--- config.mk ---
export PLATFORM = sky130hd
export DESIGN_NAME = io_port
export DESIGN_NICKNAME = d
export VERILOG_FILES = /design/src/rtl/io_port.sv
export SDC_FILE = /design/constraint.sdc
export NUM_CORES = 1
export LEC_CHECK = 0
export CORE_MARGIN = 1
export CORE_UTILIZATION = 51
export DETAILED_ROUTE_END_ITERATION = 16
export PLACE_DENSITY = 0.86
export SLEW_MARGIN = 20
export SYNTH_ARGS = -nofsm -noshare
export SYNTH_HDL_FRONTEND = slang
export SYNTH_SLANG_ARGS = --single-unit
--- constraint.sdc ---
create_clock -name clk -period 3.4 [get_ports clk]
set_input_delay 0.51 -clock clk [delete_from_list [all_inputs] [get_ports clk]]
set_output_delay 0.51 -clock clk [all_outputs]
set_load 0.01 [all_outputs]
--- src/rtl/io_port.sv ---
// io_port: CHANNELS synchronised, debounced, change-flagged input ports plus bus-loaded output latches.
// Optional IO_PORT_BITOP_EN: in[15:14] selects load/set/clear/toggle on writes (requires WIDTH <= 14).
module io_port #(
  parameter int          CHANNELS  = 2,
  parameter int          SEL_BITS  = 1,
  parameter int          WIDTH     = 8,
  parameter int          DEBOUNCE  = 4,
  parameter logic [7:0]  RESET_OUT = 8'h55
) (
  input  logic                      clk,
  input  logic                      rst,
  input  logic [SEL_BITS-1:0]       sel,
  input  logic                      in_en,
  input  logic [15:0]               in,
  input  logic                      out_en,
  output logic [15:0]               out,
  input  logic [CHANNELS*WIDTH-1:0] pins_in,
  output logic [CHANNELS*WIDTH-1:0] pins_out,
  output logic                      irq
);

  localparam int                CW       = $clog2(DEBOUNCE);
  localparam logic [CW-1:0]     CNT_LAST = CW'(DEBOUNCE - 1);
  localparam logic [WIDTH-1:0]  RST_W    = WIDTH'(RESET_OUT);

  logic [CHANNELS*WIDTH-1:0]          sync1, sync2;
  logic [CHANNELS-1:0][WIDTH-1:0]     stable;
  logic [CHANNELS-1:0]                flag;
  logic                               unused_bus;

  assign unused_bus = ^in;

  always_ff @(posedge clk or posedge rst) begin
    if (rst) begin
      sync1 <= '0;
      sync2 <= '0;
    end else begin
      sync1 <= pins_in;
      sync2 <= sync1;
    end
  end

  for (genvar k = 0; k < CHANNELS; k++) begin : g_ch
    logic [WIDTH-1:0] s2, st_q, pout_q, wr_val;
    logic [CW-1:0]    cnt_q;
    logic             flag_q, accept, rd_hit, wr_hit;

    assign s2     = sync2[k*WIDTH +: WIDTH];
    assign accept = (s2 != st_q) && (cnt_q == CNT_LAST);
    assign rd_hit = out_en && (32'(sel) == k);
    assign wr_hit = in_en && (32'(sel) == k);

    always_comb begin
      wr_val = in[WIDTH-1:0];
`ifdef IO_PORT_BITOP_EN
      case (in[15:14])
        2'b01:   wr_val = pout_q | in[WIDTH-1:0];
        2'b10:   wr_val = pout_q & ~in[WIDTH-1:0];
        2'b11:   wr_val = pout_q ^ in[WIDTH-1:0];
        default: wr_val = in[WIDTH-1:0];
      endcase
`endif
    end

    // Any return of sync2 to the accepted value restarts the stability count.
    always_ff @(posedge clk or posedge rst) begin
      if (rst) begin
        st_q  <= '0;
        cnt_q <= '0;
      end else if (s2 == st_q) begin
        cnt_q <= '0;
      end else if (cnt_q == CNT_LAST) begin
        st_q  <= s2;
        cnt_q <= '0;
      end else begin
        cnt_q <= cnt_q + 1'b1;
      end
    end

    // A new acceptance outranks a read-clear on the same edge.
    always_ff @(posedge clk or posedge rst) begin
      if (rst)         flag_q <= 1'b0;
      else if (accept) flag_q <= 1'b1;
      else if (rd_hit) flag_q <= 1'b0;
    end

    always_ff @(posedge clk or posedge rst) begin
      if (rst)         pout_q <= RST_W;
      else if (wr_hit) pout_q <= wr_val;
    end

    assign stable[k]                  = st_q;
    assign flag[k]                    = flag_q;
    assign pins_out[k*WIDTH +: WIDTH] = pout_q;
  end

  always_comb begin
    out = '0;
    for (int k = 0; k < CHANNELS; k++) begin
      if (out_en && (32'(sel) == k)) out[WIDTH-1:0] = stable[k];
    end
  end

  always_ff @(posedge clk or posedge rst) begin
    if (rst) irq <= 1'b0;
    else     irq <= |flag;
  end

endmodule

**After elaboration in Yosys (flattened, before gate mapping)**

Index checks and enable logic that the tools add are counted.

- Eq/ne operators: 6
- Reduce and logical (&&, ||, !) cells: 11
- Add/sub/neg operators: 2
- Bitwise operators: 3
- Mux-type cells: 10

Operator list:

| operator | count |
|---|---|
| $eq 8x8->1 | 2 |
| $mux 8 | 2 |
| $ne 8x8->1 | 2 |
| $mux 2 | 4 |
| $logic_and 1x1->1 | 6 |
| $add 2x1->2 const B | 2 |
| $eq 2x2->1 const B | 2 |
| $mux 1 | 4 |
| $reduce_and 2->1 | 2 |
| $reduce_bool 2->1 | 2 |
| $not 1->1 | 3 |
| $reduce_or 2->1 | 1 |

- Input bits: 37
- Register bits: 71
- Output and inout port bits: 33
- Word-level logic and storage cells: 43

**Logic depth before layout (Yosys ltp)**

Gate-level depths: netlist of run 1.

- Depth after elaboration: 4
- Depth in mapped cells: 4
- Gate-level depth less buffers: 4

**Worst setup path before layout of run 1**

OpenSTA, ideal clock, no wires.

- Path kind: input port to output port
- From: in sel
- To: out out[0]
- Path buffers: 1
- Data required time: 2890 ps
- Stages on the path: 3
- Arrival time: 1003 ps
- Setup slack: 1887 ps
- Path through: buf_2 -> mux2i_1 -> nor2_1

- Longest elaborated chain between the ends: 4
- Elaborated cells on any way between the ends: 5
- Those cells by class: mux (2); bitwise (1); reduce/logical (2)

RTL lines:

| what | RTL line | source |
|---|---|---|
| start, declared | 12 | `input logic [SEL_BITS-1:0] sel,` |
| $not 1->1 | 100 | `if (out_en && (32'(sel) == k)) out[WIDTH-1:0] = stable[k];` |
| $logic_and 1x1->1 | 100 |  |
| $mux 8 | 100 |  |
| $mux 8 (*) | 100 |  |
| end, declared | 16 | `output logic [15:0] out,` |

Mark *: on every way between the ends. The rest lies on a longest branch, timed or not.

**Final worst setup path of run 1**

- From: in sel
- To: out out[2]

Same word-level chain as after synthesis.

==> impl_metrics.yaml, run 1 <==
run_status:
  status: "complete, no violations"
routing:
  drcViolationCount: 0
  avgViaCountPerCell: 4.67
  drt_iter0_markers: 37
  detail_route.wl_per_cell_microns: 14.0
  drt_pass1_iterations: 4
  antenna_left: 0
  vias: 1415
  wirelength_microns: 4250
place:
  io_buffers: 53
  place.gp.congestion: 0.729
  place_ws_ns: 0.620
  hpwl_microns: 2950
setup_path:
  worst-setup-path-type: "in2out"
  required_ns: 2.89
  crit_path_top_delay_cell: "clkdlybuf4s50_1"
  path_max_fanout: 12
  r2r-end: "g_ch[0].st_q[4]"
  worst-path-buf-inv: 2
  critical-path-top-delay-family: "buffers and inverters"
  path_cells: "clkdlybuf4s50_1 > mux2i_1 > nor2_1 > clkdlybuf4s50_1"
  slowest_delay_ns: 0.87
  r2r-start: "g_ch[0].st_q[1]"
  critPathLaunchType: "primary input"
  path_common_cell: "clkdlybuf4s50_1"
  r2r_slack_ns: 1.71
  critPathArrivalTime_ns: 2.27
  r2r_cells: 4
  critPathCaptureType: "output port"
timing:
  hold_violations: 0
  fin_crit_sh_pct: 81.7
  fmax_mhz: 360
  worst_pin_slew_ns: 0.742
  fin_tns_setup_ns: 0
  slew_violations: 0
  rsz0062_at_grt: "false"
  setup_viol_count_final: 0
  finalClockSkew_ns: 0.0107
  slew_headroom_pct: 50.5
  min_period_ns: 2.78
  setup_ws_ns: 0.623
global_route:
  grt_pass1_wl_microns: 6860
  grt.overflow.total: 0
  antenna_found_initial: 0
  track_usage_pct: 17.9
  grt_pass1_vias: 1520
  grt_max_degree: 37
clock_tree:
  cts_num_sinks: 71
  worstSkewPairLatency_ns: 0.33
  cts_tree: "built"
  cts_buffers: 9
  cts_resized: 0
  post_cts_buffers: 0
  clock_path_buffers: 2
  hold_buffers: 0
  ctsHtreeMaxLevel: 3
  root_buffer: "clkbuf_8"
  path_clk_slew_ns: 0.06
floorplanning:
  initial_core_util_pct: 54.2
  fp.dieW_microns: 73.8
  std_cell_rows: 25
  core_sq_um: 4850
  dieHeight_microns: 73.8
  dieArea_sq_um: 5440
  ios: 70
pwr:
  vdd_drop_max_v: 0.000435
  pwr_density_cell_nw_per_um2: 690
  p_leak_nw: 1.46
yosys:
  yosys.cell_types.count: 21
  ys.warnings.count: 0
  avgSynthCellArea_sq_um: 15.4
  syn_inst: 170
  yosysSeqAreaShare_pct: 68.0
  syn_area_sq_um: 2630
  synth_seq_cells: 71
worst_hold_path:
  worstHoldStart: "sync1[0]"
  hold_path.class: "reg2reg"
  worstHoldEndpoint: "sync2[0]"
  hold_depth: 0
layout:
  final_common_cell: "dfrtp_1"
  diodes: 0
  fin_nets: 271
  drive_gt1_share_pct: 25.4
  area_delta_synth_final_pct: 30.8
  final_cell_mix: "dfrtp_1 (63), clkdlybuf4s50_1 (53), mux2_2 (32), xnor2_1 (16), clkbuf_8 (13)"
flow_run:
  drv_cap: 0
worst max-delay path by stage:
stage / start / end / slack (ns) / depth (start not counted)
6_report: sel / out[2] / 0.62 / 4
5_1_grt: sel / out[4] / 0.55 / 4
4_1_cts: sel / out[2] / 0.61 / 4
3_5_place_dp: sel / out[2] / 0.62 / 4
3_3_place_gp: sel / out[4] / 0.66 / 4
2_1_floorplan: rst / g_ch[0].cnt_q[0] / 1.11 / 1
worst register-to-register path, cell delays in order (launching register included):
cell	delay [ns]
dfrtp_1	0.42
xnor2_1	0.18
nand4_1	0.21
o21ai_4	0.38
mux2_2	0.38
flip-flops by register name (all words and copies together) (netlist names):
| name | count |
|---|---|
| sync1 | 16 |
| g_ch.st_q | 16 |
| g_ch.pout_q | 16 |
| g_ch.flag_q | 2 |
| irq | 1 |
| g_ch.cnt_q | 4 |
| sync2 | 16 |
cell type report:
type                            instances  area, sq um
Fill cell                             336         1410
Clock buffer                           13          179
Clock inverter                          2         37.5
Timing Repair Buffer                   54          551
Inverter                                2         7.51
Sequential cell                        71         1790
Tap cell                               67         83.8
Multi-Input combinational cell         94          790
where the power goes:
| group | switching, mW | total (mW) | internal [mW] | leakage [nW] |
|---|---|---|---|---|
| clock network | 0.279 | 0.694 | 0.415 | 0.108 |
| registers | 0.124 | 1.15 | 1.02 | 0.822 |
| logic | 0.197 | 0.528 | 0.331 | 0.534 |
| total | 0.599 | 2.37 | 1.77 | 1.46 |
per-stage QoR:
| stage | total power [mW] | cells | instance area, sq um | hold slack (ns) | utilization, % |
|---|---|---|---|---|---|
| after global placement | 1.67 | 288 | 3220 | 0.332 | 66.4 |
| after floorplan | 1.47 | 177 | 2650 | 0.331 | - |
| after global routing | 2.50 | 303 | 3430 | 0.356 | 70.8 |
| after CTS | 2.39 | 303 | 3430 | 0.350 | 70.8 |
| final | 2.37 | 303 | 3430 | 0.348 | 70.8 |
| after detailed placement | 1.70 | 288 | 3220 | 0.335 | 66.4 |
cells in the mapped netlist, drive strengths merged:
library cell	number	share of area (%)
o21ai	3	1.4
buf	9	2.5
mux2	32	14
mux2i	8	3.0
nand2b	1	0.24
xnor2	16	5.3
inv	1	0.14
nor3	2	0.38
nor2	10	1.4
nand4	4	0.95
nand2	5	0.71
dfrtp	63	60
ha	2	0.95
nor2b	2	0.48
conb	1	0.14
clkinv	1	0.14
or2	1	0.24
dfstp	8	8.0
clkbuf	1	0.14
kinds of logic after synthesis:
logic type / after synthesis / share of synthesized area, %
DFF: 71 / 68.0
muxes: 40 / 16.8
and+or+nand+nor: 25 / 4.43
xor gates and xnor gates: 16 / 5.34
buffers and inverters: 12 / 2.91
AOI/OAI and AO/OA: 3 / 1.43
adders and majority gates: 2 / 0.953
other: 1 / 0.143
routing by layer:
layer	track usage, %	up-vias	wire (microns)
met4	8.97	0	54
li1	-	679	-
met5	0	-	0
met1	22.4	696	1870
met2	29.4	34	2200
met3	4.12	6	123
(Power assumes the default switching activity.)
==> inputs of run 2 (changes only) <==
--- a/config.mk
+++ b/config.mk
@@ -6,9 +6,9 @@
 export NUM_CORES = 1
 export LEC_CHECK = 0
 export CORE_MARGIN = 1
-export CORE_UTILIZATION = 51
+export CORE_UTILIZATION = 43
 export DETAILED_ROUTE_END_ITERATION = 16
-export PLACE_DENSITY = 0.86
+export PLACE_DENSITY = 0.77
 export SLEW_MARGIN = 20
 export SYNTH_ARGS = -nofsm -noshare
 export SYNTH_HDL_FRONTEND = slang
==> constraint.sdc (replaced) <==
create_clock -name clk -period 2.2 [get_ports clk]
set_input_delay 0.33 -clock clk [delete_from_list [all_inputs] [get_ports clk]]
set_output_delay 0.33 -clock clk [all_outputs]
set_load 0.01 [all_outputs]
==> impl_metrics.yaml, run 2 (synthesis results as in run 1) <==
run_status:
  status: "complete, no violations"
routing:
  vias: 1443
  drt_iter0_markers: 49
  wirelength_microns: 4130
  antenna_left: 0
  drcViolationCount: 0
  detail_route.wl_per_cell_microns: 13.2
  drt_pass1_iterations: 4
  avgViaCountPerCell: 4.60
setup_path:
  worst-path-buf-inv: 3
  path_cells: "clkdlybuf4s50_1 > clkinv_1 > nor2_1 > clkdlybuf4s50_1"
  path_max_fanout: 9
  required_ns: 1.87
  critPathCaptureType: "output port"
  crit_path_top_delay_cell: "clkdlybuf4s50_1"
  setup.worst_path.start: "out_en"
  path_common_cell: "clkdlybuf4s50_1"
  critical-path-top-delay-family: "buffers and inverters"
  r2r_slack_ns: 0.49
  r2r_cells: 4
  slowest_delay_ns: 0.54
  r2r-start: "g_ch[0].st_q[1]"
  critPathArrivalTime_ns: 1.78
  critPathLaunchType: "primary input"
  r2r-end: "g_ch[0].st_q[5]"
  worst-setup-path-type: "in2out"
layout:
  final_common_cell: "dfrtp_1"
  drive_gt1_share_pct: 25.9
  area_delta_synth_final_pct: 33.3
  seq_area_sq_um: 1790
  num-fill-cells: 470
  post-route-util_pct: 59.1
  multiInputGateArea_sq_um: 790
  diodes: 0
  fin_nets: 273
  final_cell_mix: "dfrtp_1 (63), clkdlybuf4s50_1 (53), mux2_2 (32), xnor2_1 (16)"
pwr:
  p_switching_uw: 938
  p_seq_share_pct: 46.3
  clockPowerShare_pct: 32.4
  p_int_mw: 2.88
  swShare_pct: 24.5
  vdd_drop_max_v: 0.000588
  pwr_density_cell_nw_per_um2: 1090
  p_leak_nw: 1.50
  comb_power_share_pct: 21.3
timing:
  fin_tns_setup_ns: 0
  setup_ws_ns: 0.0886
  fin_crit_sh_pct: 96.0
  slew_violations: 0
  hold_violations: 0
  finalClockSkew_ns: 0.00397
  min_period_ns: 2.11
  rsz0062_at_grt: "false"
  fmax_mhz: 474
  setup_viol_count_final: 0
place:
  place.gp.congestion: 0.731
  hpwl_microns: 2950
  place_ws_ns: 0.0765
  io_buffers: 53
clock_tree:
  hold_buffers: 0
  cts_resized: 0
  cts_tree: "built"
  cts_buffers: 9
  clock_path_buffers: 2
  path_clk_slew_ns: 0.07
  post_cts_buffers: 0
  cts_num_sinks: 71
  root_buffer: "clkbuf_8"
  worstSkewPairLatency_ns: 0.33
  ctsHtreeMaxLevel: 3
floorplanning:
  dieArea_sq_um: 6420
  dieHeight_microns: 80.2
  fp.dieW_microns: 80.2
  core_sq_um: 5920
  std_cell_rows: 28
  ios: 70
  initial_core_util_pct: 44.4
global_route:
  grt_max_degree: 35
  grt.overflow.total: 0
  grt_pass1_wl_microns: 6680
  antenna_found_initial: 0
  grt_pass1_vias: 1428
  track_usage_pct: 14.6
flow_run:
  drv_cap: 0
worst_hold_path:
  hold_path.class: "in2async"
[run 2: cell count changes in the layout (fill, tap and decap cells not counted)]
cell        change
clkinvlp_4      -1
clkbuf_1        +1
buf_12          +1
clkinv_2        +1
clkbuf_8        -3
inv_6           +1
bufinv_16       +2
buf_4           +1
[run 2: power groups by stage]
stage / Sequential, mW / Clock (mW) / Combinational, mW
after floorplan: 1.78 / 0 / 0.495
after global placement: 1.78 / 0 / 0.808
after detailed placement: 1.80 / 0 / 0.825
after CTS: 1.77 / 1.28 / 0.830
after global routing: 1.81 / 1.33 / 0.900
final: 1.77 / 1.24 / 0.815
[run 2: layout make-up]
| type | count | area share, % |
|---|---|---|
| inverter | 2 | 0.214 |
| clock buffer | 11 | 4.04 |
| multi-input combinational | 94 | 22.6 |
| clock inverter | 5 | 2.97 |
| tap | 75 | 2.68 |
| timing repair buffer | 56 | 16.5 |
| sequential | 71 | 51.0 |
[run 2: worst max-delay path by stage]
stage                       end  cells past startpoint
2_1_floorplan  g_ch[0].cnt_q[0]                      1
3_3_place_gp             out[5]                      4
3_5_place_dp             out[2]                      4
4_1_cts                  out[2]                      4
5_1_grt                  out[4]                      4
6_report                 out[2]                      4
[run 2: metal layers]
layer  track usage (%)  wire length [microns]  part of all wire, %  vias up
met4              11.3                    104                  2.5        0
met2              22.7                   2100                   51       34
met1              17.7                   1800                   44      715
li1                  -                      -                    -      687
met5                 0                      0                    0        -
met3              3.18                    126                  3.1        7
[run 2: metrics by stage]
step                      instances  hold slack, ns  power (mW)  instance area [sq um]
after floorplan                 177           0.331        2.27                   2650
after global placement          298           0.332        2.59                   3260
after detailed placement        298           0.335        2.62                   3260
after CTS                       314           0.327        3.88                   3500
after global routing            314           0.355        4.04                   3500
final                           314           0.332        3.82                   3500
